<file path="config.mk">
export PLATFORM = sky130hd
export DESIGN_NAME = id_hazard_scoreboard
export DESIGN_NICKNAME = d
export VERILOG_FILES = /design/src/rtl/mips_pipe_pkg.sv /design/src/rtl/sb_src_match.sv /design/src/rtl/id_hazard_scoreboard.sv
export SDC_FILE = /design/constraint.sdc
export NUM_CORES = 1
export LEC_CHECK = 0
export BUFFER_PORTS_ARGS = -buffer_cell sky130_fd_sc_hd__buf_2
export CORE_ASPECT_RATIO = 0.7
export CORE_MARGIN = 2
export CORE_UTILIZATION = 56
export DETAILED_ROUTE_END_ITERATION = 8
export PLACE_DENSITY = 0.84
export SYNTH_ARGS = -nofsm -noshare
export SYNTH_HDL_FRONTEND = slang
export SYNTH_SLANG_ARGS = --single-unit
</file>
<file path="constraint.sdc">
create_clock -name clk -period 3.5 [get_ports clk]
set_input_delay 0.7 -clock clk [delete_from_list [all_inputs] [get_ports clk]]
set_output_delay 0.7 -clock clk [all_outputs]
set_load 0.03 [all_outputs]
</file>
<file path="src/rtl/mips_pipe_pkg.sv">
// rtl/mips_pipe_pkg.sv - shared pipeline types for the ID hazard scoreboard
//
// Purpose: register-index width, the per-stage scoreboard entry type and the
// bubble constant shared by the hazard scoreboard and its match helper.
// Ports: none (package).

package mips_pipe_pkg;

  localparam int REG_W = 5;

  // One in-flight instruction as seen by the hazard logic.
  typedef struct packed {
    logic             valid;
    logic             regwrite;
    logic             memread;
    logic [REG_W-1:0] regd;
  } sb_entry_t;

  localparam sb_entry_t SB_BUBBLE = '0;

endpackage

</file>
<file path="src/rtl/sb_src_match.sv">
// rtl/sb_src_match.sv - compares one ID source register against every tracked stage
//
// Purpose: produces a per-stage match vector for one source operand of the
// instruction in ID. Register 0 never matches because it is hard-wired to zero.
// Ports:
//   src      in   REG_W          source register index from ID
//   src_en   in   1              operand is actually read (gates the whole vector)
//   entries  in   DEPTH entries  scoreboard contents, index 0 = EX
//   match    out  DEPTH          match[i] = stage i will write src

module sb_src_match
  import mips_pipe_pkg::*;
#(
  parameter int DEPTH = 3
) (
  input  logic [REG_W-1:0]      src,
  input  logic                  src_en,
  input  sb_entry_t [DEPTH-1:0] entries,
  output logic [DEPTH-1:0]      match
);

  always_comb begin
    match = '0;
    for (int i = 0; i < DEPTH; i++) begin
      match[i] = src_en && (src != '0) && entries[i].valid &&
                 entries[i].regwrite && (entries[i].regd == src);
    end
  end

endmodule

</file>
<file path="src/rtl/id_hazard_scoreboard.sv">
// rtl/id_hazard_scoreboard.sv - RAW hazard stall / branch flush control beside ID/EX
//
// Purpose: tracks the destinations of instructions issued from ID down EX..WB,
// stalls ID (and injects a bubble into ID/EX) on a RAW hazard against the ID
// sources, and flushes on a taken branch. Stall and flush are combinational
// from the registered scoreboard plus the current ID inputs.
// Ports:
//   clk, rst                 clock, asynchronous active-high reset
//   id_valid                 ID holds a real instruction
//   id_rs, id_rt, id_uses_rt ID source registers (rt only when id_uses_rt)
//   id_regd, id_regwrite     ID destination and write enable
//   id_memread               ID instruction is a load
//   ex_br_taken              branch resolved taken in EX this cycle
//   stall                    freeze PC and IF/ID, bubble into ID/EX
//   flush                    squash IF/ID and ID/EX
//   stall_cnt, flush_cnt     saturating event counters
// REG_W must equal mips_pipe_pkg::REG_W since the entry type is sized by it.

module id_hazard_scoreboard #(
  parameter int REG_W  = mips_pipe_pkg::REG_W,
  parameter int DEPTH  = 3,
  parameter bit FWD_EN = 1'b1,
  parameter int CNT_W  = 16
) (
  input  logic             clk,
  input  logic             rst,
  input  logic             id_valid,
  input  logic [REG_W-1:0] id_rs,
  input  logic [REG_W-1:0] id_rt,
  input  logic             id_uses_rt,
  input  logic [REG_W-1:0] id_regd,
  input  logic             id_regwrite,
  input  logic             id_memread,
  input  logic             ex_br_taken,
  output logic             stall,
  output logic             flush,
  output logic [CNT_W-1:0] stall_cnt,
  output logic [CNT_W-1:0] flush_cnt
);

  import mips_pipe_pkg::*;

  sb_entry_t [DEPTH-1:0] entries;
  logic      [DEPTH-1:0] rs_match;
  logic      [DEPTH-1:0] rt_match;
  logic      [DEPTH-1:0] any_match;
  logic                  hazard;

  sb_src_match #(.DEPTH(DEPTH)) u_rs_match (
    .src     (id_rs),
    .src_en  (1'b1),
    .entries (entries),
    .match   (rs_match)
  );

  sb_src_match #(.DEPTH(DEPTH)) u_rt_match (
    .src     (id_rt),
    .src_en  (id_uses_rt),
    .entries (entries),
    .match   (rt_match)
  );

  assign any_match = rs_match | rt_match;

  // With forwarding only a load still in EX is unresolvable. Without it,
  // every producer ahead of WB blocks; WB itself is covered by the register
  // file's write-then-read half cycles.
  always_comb begin
    hazard = 1'b0;
    for (int i = 0; i < DEPTH; i++) begin
      if (FWD_EN) begin
        hazard |= (i == 0) && any_match[i] && entries[i].memread;
      end else begin
        hazard |= (i < DEPTH - 1) && any_match[i];
      end
    end
  end

  // A taken branch squashes the ID instruction, so it never needs to stall.
  assign stall = id_valid && hazard && !ex_br_taken;
  // Held low during reset so both controls drop together.
  assign flush = ex_br_taken && !rst;

  always_ff @(posedge clk or posedge rst) begin
    if (rst) begin
      entries <= {DEPTH{SB_BUBBLE}};
    end else begin
      for (int i = DEPTH - 1; i > 0; i--) begin
        entries[i] <= entries[i-1];
      end
      if (stall || flush) begin
        entries[0] <= SB_BUBBLE;
      end else begin
        entries[0] <= {id_valid, id_regwrite, id_memread, id_regd};
      end
    end
  end

  always_ff @(posedge clk or posedge rst) begin
    if (rst) begin
      stall_cnt <= '0;
      flush_cnt <= '0;
    end else begin
      if (stall && (stall_cnt != '1)) begin
        stall_cnt <= stall_cnt + CNT_W'(1);
      end
      if (flush && (flush_cnt != '1)) begin
        flush_cnt <= flush_cnt + CNT_W'(1);
      end
    end
  end

endmodule

</file>
==> metrics.cfg <==
[logic_synthesis]
synth_fp_nets=216
netlist_instances=192
synth_top_area_share_pct=48.5
synth.yosys.seq_area_share_pct=48.5
ys_top_cells_by_area=dfrtp_1 (49%), xnor2_1 (10%), xor2_1 (5.5%)
avgSynthCellArea_sq_um=10.7
ys_warn_count=0
synth_cell_types=34
ys_ff_latch=40
synth_top_area_cell=dfrtp_1
syn_area_sq_um=2060

[placement]
placed_cells=296
io_buffers=55
gp_congestion=0.928
place_area_sq_um=2390
place_hpwl_mm=3.15

[sta]
period_share_pct=81.5
slew_headroom_pct=52.5
whs_ps=487
hold_violations=0
period_needed_ps=2850
skew_ps=5.32
fmax_mhz=351
maxSlewViolCount=0
rsz0062_at_grt=no
worstMarginPinSlew_ps=707
setup_viol=0
timing.setup.tns_ps=0

[setup_path]
path_depth=6
slowest_stage=or4_4
critPathMaxFanout=13
critPathKind=in -> out
r2r_setup_slack_ps=1100
cp.required_ps=2800
worst-path-buf-inv=2
critPathTopFamily=simple AND/OR/NAND/NOR gates
cp.arrival_ps=2150
start_kind=input pin
r2r_start=stall_cnt[0]$_DFFE_PP0P_
r2r_cells=6
r2r-end=stall_cnt[1]$_DFFE_PP0P_
critical-path-max-stage-delay_ps=660
crit_path_end_kind=primary output
path_cells=buf_2, and4b_1, nand2_1, or4_4, nand2_1, buf_2

[layout]
final_common_cell=buf_2
drive_above_1_share_pct=29.2
layout_common_cells=buf_2 (55), dfrtp_1 (40), xnor2_1 (24), nand2_1 (14)
final_cell_count_no_fill=303
nNetsFinal=277
diodes=0
fill_cells=302
fin_util_pct=70.0
stdcell_area_sq_um=2470
multi_input_area_sq_um=991
syn_to_final_growth_pct=20.0
regArea_sq_um=1000

[power_and_ir_drop]
p_leak_nw=1.23
combPwrFrac_pct=19.5
sequentialPowerShare_pct=52.6
p_sw_mw=0.333
pwr-share-clk_pct=27.9
power_density_nw_per_um2=421
irDropWorstVdd_mv=0.456
swShare_pct=32.0
p_int_mw=0.709

[clock_network]
htreeDepth=2
ctsLongestPathBuffers=2
post-cts-setup-buffers=0
cts_tree=done
cts.sinks=40
ctsHoldBuffers=0
cts-root-buf=clkbuf_8
clock_latency_ps=290
cts_buffers=5
post_cts_resized=0
clk_pin_slew_worst_paths_ps=70

[detailed_routing]
dr.pass1.iters=5
via_per_inst=5.44
wl_per_cell_microns=13.7
dr_total_vias=1648
wl_mm=4.15
ant_nets=0
drc=0
drt_iter0_markers=119

[die]
placementRows=18
io_pins=56
die_h_microns=54.8
die-width_microns=76.6
coreArea_sq_um=3540
dieArea_sq_um=4190
start_util_pct=58.4

[global_route]
gr-total-overflow=0
grt_max_degree=41
grt_pass1_wl_mm=6.88
track_usage_pct=21.7
grt_pass1_vias=1477
antenna_found_initial=0

[flow_run]
maxCapViolations=0

[min_path]
hp-class=reg -> reg
hold_start=flush_cnt[7]$_DFFE_PP0P_
holdPathStages=1
min_to=flush_cnt[7]$_DFFE_PP0P_

[run_status]
status=finished, final reports clean

-- through the flow --
step	setup slack, ps	total power, mW
6_report	648	1.04
5_1_grt	549	1.09
4_1_cts	640	1.05
3_5_place_dp	644	0.761
3_3_place_gp	673	0.752
2_1_floorplan	577	0.688
-- sequential cells by signal, indices dropped and copies added, names as in the netlist --
| register | flops |
|---|---|
| entries | 8 |
| flush_cnt | 16 |
| stall_cnt | 16 |
-- worst register-to-register path: stages (launching register included) --
cell and delay, ps:
dfrtp_1 410, ha_1 210, and3_1 180, nand3_1 260, nor4_4 690, a21oi_1 170, mux2_1 360
-- worst max-delay path by stage --
stage	slack (ps)	start	end
after floorplan	580	rst	flush_cnt[1]$_DFFE_PP0P_
after global placement	670	ex_br_taken	stall
after detailed placement	640	ex_br_taken	stall
after CTS	640	ex_br_taken	stall
after global routing	550	ex_br_taken	stall
final	650	ex_br_taken	stall
-- area by class of cell --
class	count	share of cell area, %
Tap cell	50	2.53
Sequential cell	40	40.4
Multi-Input combinational cell	136	40.0
Inverter	13	1.97
Clock inverter	2	0.506
Clock buffer	5	2.78
Timing Repair Buffer	57	11.7
-- metal layers --
metal  GRT usage (%)  share of wire, %
met1            28.6                49
met2            35.4                46
met3            4.79               4.4
met4            10.0               1.2
met5               0                 0
-- Yosys cell counts, drive strengths merged --
cell	count
a2111oi	9
a211oi	1
a21oi	3
and2	3
and3	4
and4	4
and4b	1
buf	2
clkbuf	1
dfrtp	40
ha	2
inv	13
mux2	2
mux2i	1
nand2	14
nand3	12
nand4	12
nor2	13
nor3	1
nor3b	2
nor4	4
nor4bb	1
o2111ai	1
o21a	1
o21ai	3
or2	1
or4	4
xnor2	24
xor2	13
-- cell families (layout without fill, tap and decap cells) --
logic type      count (synthesis)  after routing  synth area share (%)
compound gates                 18             18                  8.43
xor+xnor                       37             37                  15.7
fa+ha+maj                       2              2                  1.21
buf+inv                        16             77                  3.46
flops                          40             40                  48.5
mux                             3              3                  1.58
simple gates                   76             76                  21.1
-- power groups by stage --
| stage | registers [mW] | clock network (mW) | logic (mW) |
|---|---|---|---|
| 2_1_floorplan | 0.611 | 0 | 0.0766 |
| 3_3_place_gp | 0.552 | 0 | 0.200 |
| 3_5_place_dp | 0.557 | 0 | 0.204 |
| 4_1_cts | 0.548 | 0.299 | 0.205 |
| 5_1_grt | 0.555 | 0.319 | 0.220 |
| 6_report | 0.549 | 0.291 | 0.203 |
Power figures use the tool's default switching activity.
